**config.mk**
```make
export PLATFORM = sky130hd
export DESIGN_NAME = register_bus_scheduler_flat
export DESIGN_NICKNAME = d
export VERILOG_FILES = /design/src/rtl/register_bus_scheduler_pkg.sv /design/src/rtl/register_bus_scheduler_if.sv /design/src/rtl/register_bus_scheduler_rr_arbiter.sv /design/src/rtl/register_bus_scheduler.sv /design/src/flat_wrapper.sv
export SDC_FILE = /design/constraint.sdc
export NUM_CORES = 1
export LEC_CHECK = 0
export BUFFER_PORTS_ARGS = -buffer_cell sky130_fd_sc_hd__buf_2
export CAP_MARGIN = 40
export CORE_ASPECT_RATIO = 1.5
export CORE_UTILIZATION = 40
export DETAILED_ROUTE_END_ITERATION = 8
export GPL_TIMING_DRIVEN = 0
export PLACE_DENSITY = 0.69
export SYNTH_ARGS = -nofsm -noshare
export SYNTH_HDL_FRONTEND = slang
export SYNTH_HIERARCHICAL = 1
export SYNTH_SLANG_ARGS = --single-unit
```
**constraint.sdc**
```tcl
create_clock -name Clock -period 3.78 [get_ports Clock]
set_input_delay 0.378 -clock Clock [delete_from_list [all_inputs] [get_ports Clock]]
set_output_delay 0.378 -clock Clock [all_outputs]
set_load 0.05 [all_outputs]
```
**src/rtl/register_bus_scheduler_pkg.sv**
```systemverilog
// ----------------------------------------------------------------------------
// register_bus_scheduler_pkg
// Shared definitions for the register bus scheduler:
//   - default sizing for requesters, registers and register index width
//   - FSM state encoding (IDLE=0, DRIVE=1, LATCH=2, RELEASE=3)
//   - rr_next(): round-robin successor of a requester index
// ----------------------------------------------------------------------------
package register_bus_scheduler_pkg;

    localparam int unsigned DefNrOfReq  = 4;
    localparam int unsigned DefNrOfRegs = 8;
    localparam int unsigned DefSelBits  = 3;

    typedef enum logic [1:0] {
        IDLE    = 2'd0,
        DRIVE   = 2'd1,
        LATCH   = 2'd2,
        RELEASE = 2'd3
    } sched_state_e;

    // Requester that follows idx, wrapping n-1 -> 0.
    function automatic int unsigned rr_next(input int unsigned idx, input int unsigned n);
        return (idx + 1 >= n) ? 0 : idx + 1;
    endfunction

endpackage

```
**src/rtl/register_bus_scheduler_if.sv**
```systemverilog
// ----------------------------------------------------------------------------
// register_bus_scheduler_if
// Bundles the requester handshake and the register-bus control lines.
//   req   : per-requester transfer request (level, held until granted)
//   src   : per-requester source register index, slice i = requester i
//   dst   : per-requester destination register index
//   grant : one-hot, one-cycle pulse when a request is accepted
//   cs    : per-register output disable (1 = high-Z, 0 = drives the bus)
//   ld    : per-register load enable
//   busy  : scheduler is not idle
//   done  : one-cycle pulse when a transfer completes
// Modports:
//   master : the scheduler side (drives grant/cs/ld/busy/done)
//   slave  : the requester/register side (drives req/src/dst)
// ----------------------------------------------------------------------------
interface register_bus_scheduler_if
    import register_bus_scheduler_pkg::*;
#(
    parameter int unsigned NrOfReq  = DefNrOfReq,
    parameter int unsigned NrOfRegs = DefNrOfRegs,
    parameter int unsigned SelBits  = DefSelBits
) ();

    logic [NrOfReq-1:0]         req;
    logic [NrOfReq*SelBits-1:0] src;
    logic [NrOfReq*SelBits-1:0] dst;
    logic [NrOfReq-1:0]         grant;
    logic [NrOfRegs-1:0]        cs;
    logic [NrOfRegs-1:0]        ld;
    logic                       busy;
    logic                       done;

    modport master (
        input  req,
        input  src,
        input  dst,
        output grant,
        output cs,
        output ld,
        output busy,
        output done
    );

    modport slave (
        output req,
        output src,
        output dst,
        input  grant,
        input  cs,
        input  ld,
        input  busy,
        input  done
    );

endinterface

```
**src/rtl/register_bus_scheduler_rr_arbiter.sv**
```systemverilog
// ----------------------------------------------------------------------------
// rr_arbiter
// Combinational round-robin selector. Searches req starting at ptr and
// wrapping NrOfReq-1 -> 0; the first set request wins.
//   req_i : request vector
//   ptr_i : requester index where the search starts
//   en_i  : when 0 no grant is produced
//   gnt_o : one-hot grant (all zero if nothing requested or disabled)
//   idx_o : index of the granted requester (0 when gnt_o is zero)
// ----------------------------------------------------------------------------
module rr_arbiter
    import register_bus_scheduler_pkg::*;
#(
    parameter int unsigned NrOfReq = DefNrOfReq,
    parameter int unsigned IdxW    = (NrOfReq > 1) ? $clog2(NrOfReq) : 1
) (
    input  logic [NrOfReq-1:0] req_i,
    input  logic [IdxW-1:0]    ptr_i,
    input  logic               en_i,
    output logic [NrOfReq-1:0] gnt_o,
    output logic [IdxW-1:0]    idx_o
);

    int unsigned cand;
    logic        found;

    always_comb begin
        gnt_o = '0;
        idx_o = '0;
        cand  = 0;
        found = 1'b0;
        if (en_i) begin
            for (int unsigned off = 0; off < NrOfReq; off++) begin
                // ptr_i is always < NrOfReq, so a single subtract wraps it.
                cand = 32'(ptr_i) + off;
                if (cand >= NrOfReq) begin
                    cand = cand - NrOfReq;
                end
                if (!found && req_i[cand]) begin
                    found       = 1'b1;
                    gnt_o[cand] = 1'b1;
                    idx_o       = IdxW'(cand);
                end
            end
        end
    end

endmodule

```
**src/rtl/register_bus_scheduler.sv**
```systemverilog
// ----------------------------------------------------------------------------
// register_bus_scheduler
// Moves one register's value to another over a shared tri-state bus.
// A transfer runs IDLE -> DRIVE -> LATCH -> RELEASE -> IDLE, one step per
// Tick, with break-before-make between transfers.
//   Clock : single clock, rising edge
//   Reset : asynchronous, active-low
//   Tick  : advance enable; the FSM and cs/ld only change on Tick=1 edges
//   bus   : requester handshake and register bus controls (master modport)
// All outputs come straight from flops.
// ----------------------------------------------------------------------------
module register_bus_scheduler
    import register_bus_scheduler_pkg::*;
#(
    parameter int unsigned NrOfReq  = DefNrOfReq,
    parameter int unsigned NrOfRegs = DefNrOfRegs,
    parameter int unsigned SelBits  = DefSelBits
) (
    input  logic                       Clock,
    input  logic                       Reset,
    input  logic                       Tick,
    register_bus_scheduler_if.master   bus
);

    localparam int unsigned IdxW = (NrOfReq > 1) ? $clog2(NrOfReq) : 1;

    sched_state_e         state_q, state_d;
    logic [IdxW-1:0]      ptr_q,   ptr_d;
    logic [SelBits-1:0]   src_q,   src_d;
    logic [SelBits-1:0]   dst_q,   dst_d;
    logic [NrOfReq-1:0]   grant_q, grant_d;
    logic [NrOfRegs-1:0]  cs_q,    cs_d;
    logic [NrOfRegs-1:0]  ld_q,    ld_d;
    logic                 busy_q,  busy_d;
    logic                 done_q,  done_d;

    logic                 arb_en;
    logic [NrOfReq-1:0]   arb_gnt;
    logic [IdxW-1:0]      arb_idx;

    // One-hot decode of a register index; indices >= NrOfRegs select nothing.
    function automatic logic [NrOfRegs-1:0] sel_onehot(input logic [SelBits-1:0] idx);
        logic [NrOfRegs-1:0] v;
        v = '0;
        for (int unsigned r = 0; r < NrOfRegs; r++) begin
            if (32'(idx) == r) begin
                v[r] = 1'b1;
            end
        end
        return v;
    endfunction

    assign arb_en = Tick && (state_q == IDLE);

    rr_arbiter #(
        .NrOfReq (NrOfReq),
        .IdxW    (IdxW)
    ) u_rr_arbiter (
        .req_i (bus.req),
        .ptr_i (ptr_q),
        .en_i  (arb_en),
        .gnt_o (arb_gnt),
        .idx_o (arb_idx)
    );

    // cs/ld are registered from the action of the state being left, so the
    // DRIVE tick produces the settle cycle (cs only), the LATCH tick adds ld,
    // and the RELEASE tick returns the bus to high-Z together with done.
    // This keeps every output a flop with no input-to-output path.
    always_comb begin
        state_d = state_q;
        ptr_d   = ptr_q;
        src_d   = src_q;
        dst_d   = dst_q;
        grant_d = '0;
        done_d  = 1'b0;
        cs_d    = cs_q;
        ld_d    = ld_q;

        if (Tick) begin
            case (state_q)
                IDLE: begin
                    cs_d = '1;
                    ld_d = '0;
                    if (|arb_gnt) begin
                        grant_d = arb_gnt;
                        src_d   = bus.src[32'(arb_idx) * SelBits +: SelBits];
                        dst_d   = bus.dst[32'(arb_idx) * SelBits +: SelBits];
                        ptr_d   = IdxW'(rr_next(32'(arb_idx), NrOfReq));
                        state_d = DRIVE;
                    end
                end
                DRIVE: begin
                    cs_d    = ~sel_onehot(src_q);
                    ld_d    = '0;
                    state_d = LATCH;
                end
                LATCH: begin
                    cs_d    = ~sel_onehot(src_q);
                    ld_d    = sel_onehot(dst_q);
                    state_d = RELEASE;
                end
                RELEASE: begin
                    cs_d    = '1;
                    ld_d    = '0;
                    done_d  = 1'b1;
                    state_d = IDLE;
                end
                default: begin
                    cs_d    = '1;
                    ld_d    = '0;
                    state_d = IDLE;
                end
            endcase
        end

        busy_d = (state_d != IDLE);
    end

    always_ff @(posedge Clock or negedge Reset) begin
        if (!Reset) begin
            state_q <= IDLE;
            ptr_q   <= '0;
            src_q   <= '0;
            dst_q   <= '0;
            grant_q <= '0;
            cs_q    <= '1;
            ld_q    <= '0;
            busy_q  <= 1'b0;
            done_q  <= 1'b0;
        end else begin
            state_q <= state_d;
            ptr_q   <= ptr_d;
            src_q   <= src_d;
            dst_q   <= dst_d;
            grant_q <= grant_d;
            cs_q    <= cs_d;
            ld_q    <= ld_d;
            busy_q  <= busy_d;
            done_q  <= done_d;
        end
    end

    assign bus.grant = grant_q;
    assign bus.cs    = cs_q;
    assign bus.ld    = ld_q;
    assign bus.busy  = busy_q;
    assign bus.done  = done_q;

endmodule

```
**src/flat_wrapper.sv**
```systemverilog
// flat-port wrapper written by rule: the top's interface ports become plain ports
module register_bus_scheduler_flat import register_bus_scheduler_pkg::*;
#(
    parameter int unsigned NrOfReq  = DefNrOfReq,
    parameter int unsigned NrOfRegs = DefNrOfRegs,
    parameter int unsigned SelBits  = DefSelBits
)
  (Clock, Reset, Tick, bus_req, bus_src, bus_dst, bus_grant, bus_cs, bus_ld, bus_busy, bus_done);
  register_bus_scheduler_if #(.NrOfReq(NrOfReq), .NrOfRegs(NrOfRegs), .SelBits(SelBits)) bus_i ();
  input  logic Clock;
  input  logic Reset;
  input  logic Tick;
  input wire logic [$bits(bus_i.req)-1:0] bus_req;
  input wire logic [$bits(bus_i.src)-1:0] bus_src;
  input wire logic [$bits(bus_i.dst)-1:0] bus_dst;
  output wire logic [$bits(bus_i.grant)-1:0] bus_grant;
  output wire logic [$bits(bus_i.cs)-1:0] bus_cs;
  output wire logic [$bits(bus_i.ld)-1:0] bus_ld;
  output wire logic [$bits(bus_i.busy)-1:0] bus_busy;
  output wire logic [$bits(bus_i.done)-1:0] bus_done;
  assign bus_i.req = bus_req;
  assign bus_i.src = bus_src;
  assign bus_i.dst = bus_dst;
  assign bus_grant = bus_i.grant;
  assign bus_cs = bus_i.cs;
  assign bus_ld = bus_i.ld;
  assign bus_busy = bus_i.busy;
  assign bus_done = bus_i.done;
  register_bus_scheduler #(.NrOfReq(NrOfReq), .NrOfRegs(NrOfRegs), .SelBits(SelBits)) u_core (.Clock(Clock), .Reset(Reset), .Tick(Tick), .bus(bus_i));
endmodule
```
==> After elaboration in Yosys (flattened, before gate mapping) <==
Cells that the tools add are included.
Widths: inputs -> output; s select.
{ "totals": {"ff_bits": 32} }
{ "op_classes": {"addsub": 8, "multipliers": 1, "n_lt_le_gt_ge": 13, "eq_ne": 17, "shift": 2, "muxes": 102, "bitwise": 5, "n_reduce_logical": 19} }
{ "ops": {"columns": ["operator", "n"], "rows": [
  ["$mux 32", 8],
  ["$ge 32x1->1 const B", 4],
  ["$lt 32x3->1 const B", 4],
  ["$mux 1", 64],
  ["$mux 4", 11],
  ["$eq 3x3->1 const B", 8],
  ["$pmux 8 s3", 1],
  ["$shiftx 12x5->3", 2],
  ["$mux 2", 8],
  ["$not 8->8", 2],
  ["$pmux 8 s2", 1],
  ["$eq 3x2->1 const B", 4],
  ["$ge 3x3->1 const B", 4],
  ["$or 4x4->4", 3],
  ["$sub 3x3->4 const B", 3],
  ["$bmux 1 s2", 4],
  ["$demux 1 s2", 4],
  ["$logic_and 1x1->1", 8],
  ["$pmux 2 s4", 1],
  ["$add 2x1->3 const B", 2],
  ["$add 2x2->3 const B", 2],
  ["$eq 3x1->1 const B", 2],
  ["$logic_not 3->1", 2],
  ["$eq 2x2->1 const B", 2],
  ["other kinds (11)", 13]
]} }

==> Longest topological paths before layout <==
{ "logic_depth": {"ltp_word": 24, "mapped_depth": 12, "depth_no_buf": 9} }

==> By module <==
The synthesis kept the hierarchy.
{ "modules_own_cells": {"columns": ["module", "instances", "cells_per_inst", "area_each_um2", "seq_area_each_um2"], "rows": [
  ["register_bus_scheduler", 1, 132, 1542.7, 810.8],
  ["rr_arbiter", 1, 78, 586.8, 0.0]
]} }

==> Worst setup path after synthesis <==
OpenSTA, ideal clock, no wires.
{ "synth_path": {"path_kind": "reg2reg", "from": "register u_core.ptr_q[1]", "to": "register u_core.dst_q[0]", "setup_time_ns": 0.125, "arrival_time_ns": 3.222, "t_required_ns": 3.655, "slack_ns": 0.433, "stages_incl_launch_ff": 13, "n_path_buf": 3, "path_cell_list": "dfrtp_1 -> clkbuf_8 -> inv_1 -> ha_1 -> buf_6 -> mux2_2 -> and3_2 -> a2111oi_0 -> o22ai_1 -> or4_4 -> and2_4 -> buf_6 -> mux2_4"} }
{ "synth_between": {"elab_chain_cells": 21, "elab_cells_between_ends": 79, "cone_classes": "add/sub (7); mul (1); order compare (12); shift (1); mux (43); bitwise (3); reduce/logical (12)"} }
{ "synth_rtl": {"columns": ["item", "line_no", "rtl"], "rows": [
  ["start, declared", "register_bus_scheduler.sv:28", "logic [IdxW-1:0] ptr_q, ptr_d;"],
  ["start signal, assigned", "register_bus_scheduler.sv:133", "ptr_q <= ptr_d;"],
  ["branches (longest 17 deep; another with $ge 32x1->1)", null, null],
  ["$mux 4 (*)", "register_bus_scheduler_rr_arbiter.sv:39", "if (!found && req_i[cand]) begin"],
  ["$mux 4 (*)", "register_bus_scheduler_rr_arbiter.sv:32", "if (en_i) begin"],
  ["via u_core.arb_gnt[0]", "register_bus_scheduler.sv:38", "logic [NrOfReq-1:0] arb_gnt;"],
  ["$reduce_or 4->1 (*)", "register_bus_scheduler.sv:85", "if (|arb_gnt) begin"],
  ["$reduce_and 3->1 (no line) (*)", null, null],
  ["end signal, assigned", "register_bus_scheduler.sv:135", "dst_q <= dst_d;"],
  ["end, declared", "register_bus_scheduler.sv:30", "logic [SelBits-1:0] dst_q, dst_d;"]
]} }
Mark *: on every way through the listed nets, which the timed path passes. The select of a mux whose other input is x is not followed.
A chain may end at the register's enable or synchronous reset.

==> Worst setup path after layout <==
{ "layout_path": {"from": "register u_core.ptr_q[0]", "to": "register u_core.src_q[0]"} }
{ "layout_between": {"elab_chain_cells": 21, "elab_cells_between_ends": 79, "cone_classes": "add/sub (7); mul (1); order compare (12); shift (1); mux (43); bitwise (3); reduce/logical (12)"} }
{ "layout_rtl": {"columns": ["item", "line_no", "rtl"], "rows": [
  ["branches (longest 17 deep; another with $ge 32x1->1)", null, null],
  ["$mux 4 (*)", "register_bus_scheduler_rr_arbiter.sv:39", null],
  ["$mux 4 (*)", "register_bus_scheduler_rr_arbiter.sv:32", null],
  ["via u_core.arb_gnt[3]", "register_bus_scheduler.sv:38", null],
  ["$reduce_or 4->1 (*)", "register_bus_scheduler.sv:85", null],
  ["$reduce_and 3->1 (no line) (*)", null, null],
  ["end signal, assigned", "register_bus_scheduler.sv:134", "src_q <= src_d;"],
  ["end, declared", "register_bus_scheduler.sv:29", "logic [SelBits-1:0] src_q, src_d;"]
]} }
Marked as above.

==> parameters.txt <==
Parameter                              Value

Status
  Status    complete, no violations

Routing
  Average wire length per cell after detail routing    13.4 um
  First-pass iteration count of the detailed router    4
  Detailed Route Iter0 Violations    between 70 and 80
  Final wirelength    ~4.5 mm
  Final routed DRC violation total    0
  Vias after detailed routing    1785
  Via/cell ratio    roughly 5.3
  Antenna violation net count after detailed routing    0

STA
  Final setup violation count    0
  Total negative slack for setup checks    0 ps
  Crit path setup slack, layout    around 160 ps
  Clock tree skew after final layout    between 2 and 3 ps
  Slew at the pin with the worst max-slew slack    around 700 ps
  Hold WS    135 ps
  Maximum achievable frequency    between 0.2 and 0.3 GHz
  Period utilization    between 90% and 100%
  Relative slew slack    53.6%
  Total count of hold-check failures in the final report    0
  Fin. max-slew vios    0
  RSZ-0062 raised after global routing    no
  Shortest period the worst path allows    3620 ps

Synthesis
  Mean instance size in the synthesized netlist    approximately 10 sq um
  Mapped Cells    210
  Synth top area cells    dfrtp_1, dfstp_2, mux4_2, mux2_4, ha_1
  Count of warnings emitted by yosys    6
  Register area share after synthesis    38.1%
  Number of distinct library cell variants in the gate-level netlist after synthesis    just over 40
  Leading area contributor after synthesis    dfrtp_1
  Ys async rst share    100%
  Number of nets produced by synthesis    250
  Flops & latches, synth    32
  Cell Area, Synth    2130 sq um
  Most used DFF post-synth    dfrtp_1
  Number of flops mapped to enable cells by yosys    0
  Portion of synthesized cell area occupied by the leading cell type    28.2%

Clock network
  Root buffer cell    clkbuf_8
  CTS clock-pin slew for the worst setup and hold paths    roughly 60 ps
  Clock sink count    32
  H-tree lvl count    2
  Skew-Pair Late Insertion Delay    270 ps
  Clock tree from TritonCTS    yes
  Clk buf depth    2
  Number of buffers created by CTS    5

Run
  Number of max-capacitance violations reported    0

GRT
  All-layer global routing usage    between 10% and 20%
  Largest net degree at the start of global routing    33
  Wire length of the first global-routing pass    between 7 and 8 mm
  GR Overflow Total    0
  Number of global-route vias before repair    approximately 1700
  Antenna violations before repair    0

Cells and area
  Fraction of layout instances using a drive strength above 1    39.3%
  Final-stage net count    309
  Layout-stage area growth over the synthesis result    20.6%
  N_diodes    0
  Post-Layout Inst Area    around 2600 sq um

Die
  Floorplan die height    a little over 90 um
  Core ar.    ~5100 sq um
  Boundary Pins    53
  Initial cell density of the core    41.6%
  X dimension of the die    slightly above 60 um
  Die area    5630 sq um
  Placement row count    32

Power and ir drop
  Power Density    696 nW/um^2
  Leakage power    1.15 nW
  Worst-case vdd ir drop    about 0.28 mV

Placed design
  Placed standard-cell area    between 2000 and 2500 sq um
  Final GP Congestion    0.911
  Count of buffers from port buffering    between 50 and 60
  Setup slack at placement    approximately 110 ps
  Post-DP HPWL    between 3 and 4 mm

Worst setup path
  Maximum net fanout on the critical path    9
  CP Capture Type    register
  CP Launch Type    register
  Endpoint arrival time on the critical path    about 3800 ps
  Worst setup path category    reg2reg
  Req. time, crit path    3940 ps

Min path
  Hold Crit Class    in2async
==> synthesized netlist by cell type (2+ instances only) <==
| cell | instances |
|---|---|
| nor2_1 | 20 |
| and3_2 | 4 |
| inv_1 | 13 |
| nand2b_1 | 5 |
| buf_6 | 3 |
| ha_1 | 9 |
| o22ai_1 | 9 |
| nor3b_1 | 6 |
| mux2i_1 | 3 |
| and3_1 | 4 |
| and2_1 | 2 |
| a2111oi_0 | 3 |
| nand4_1 | 6 |
| dfstp_2 | 8 |
| nand3_1 | 3 |
| mux4_2 | 6 |
| mux2i_2 | 3 |
| mux2_4 | 8 |
| a21oi_1 | 11 |
| nor3_1 | 3 |
| mux2_2 | 4 |
| dfrtp_1 | 24 |
| o21ai_0 | 13 |
| nand2_1 | 16 |
| clkbuf_1 | 4 |
| nor2b_1 | 3 |
| or2b_2 | 3 |
==> critical path, cell delays in order (launching register included) <==
cell and delay, ps:
dfrtp_1 430, buf_6 170, inv_1 100, ha_1 310, buf_6 140, mux2_2 370, and3_2 210, a2111oi_1 440
o22ai_1 180, or4_4 540, and2_4 170, buf_6 140, mux2_4 290
==> power breakdown <==
group / total, W / leakage, nW / internal [W] / switching, W
clock: 0.000261 / 0.0455 / 0.000148 / 0.000113
sequential: 0.000543 / 0.395 / 0.000458 / 0.0000853
combinational: 0.000984 / 0.709 / 0.000411 / 0.000573
total: 0.00179 / 1.15 / 0.00102 / 0.000772
==> cell families (layout without fill, tap and decap cells) <==
group,Yosys count,after routing,synth area share [%]
simple gates,78,78,19.8
mux,25,25,18.5
flops,32,32,38.1
fa+ha+maj,9,9,5.29
buf+inv,24,84,6.29
compound gates,42,42,12.0
==> routing by layer <==
metal	track usage [%]	up-vias	wire [um]	part of all wire [%]
li1	-	871	-	-
met1	20.0	843	1800	40
met2	30.7	62	2440	54
met3	2.99	9	188	4.2
met4	7.59	0	95	2.1
met5	0	-	0	0
==> registers in the layout, summed over array words and instances (netlist names) <==
signal / count
u_core/bus.cs: 8
u_core/bus.ld: 8
u_core/bus.grant: 4
u_core/dst_q: 3
u_core/src_q: 3
u_core/ptr_q: 2
u_core/state_q: 2
u_core/bus.busy: 1
u_core/bus.done: 1
==> what timing repair did <==
action / CTS / global route
setup endpoints to repair: 0 / 8
hold endpoints to repair: 0 / 0
setup buffers: 0 / 0
gates resized for setup: 0 / 3
hold buffers: 0 / 0
==> path summary, 6_finish.rpt <==
check	startpoint	cells past startpoint	slack (ps)	end
max	u_core/ptr_q[0]$_DFFE_PN0P_	12	160	u_core/src_q[0]$_DFFE_PN0P_
min	Reset	1	140	u_core/ptr_q[0]$_DFFE_PN0P_
max reg2reg	u_core/ptr_q[0]$_DFFE_PN0P_	12	160	u_core/src_q[0]$_DFFE_PN0P_
min reg2reg	u_core/bus.cs[4]$_DFFE_PN1P_	2	490	u_core/bus.cs[4]$_DFFE_PN1P_
max in group asynchronous	Reset	1	3180	u_core/ptr_q[1]$_DFFE_PN0P_
min in group Clock	Tick	2	410	u_core/state_q[1]$_DFF_PN0_
==> through the flow <==
stage / utilization (%) / std cells / total power [W]
after floorplan: - / 210 / 0.00132
after global placement: 48.3 / 330 / 0.00151
after detailed placement: 48.3 / 330 / 0.00153
after CTS: 50.0 / 338 / 0.00179
after global routing: 50.1 / 338 / 0.00192
final: 50.1 / 338 / 0.00179
==> area by class of cell <==
class                           instances  area (sq um)
Clock buffer                            8          90.1
Fill cell                             531          2560
Timing Repair Buffer                   52           260
Inverter                               13          48.8
Sequential cell                        32           812
Multi-Input combinational cell        154          1190
Tap cell                               68          85.1
Buffer                                 11          85.1
==> layout by cell type (no fill, tap or decap), types with 9 or more instances in the layout <==
master and n:
a21oi_1 11, buf_2 52, dfrtp_1 23, ha_1 9, inv_1 13, nand2_1 16
nor2_1 20, o21ai_0 13, o22ai_1 9
(Power assumes the default switching activity.)
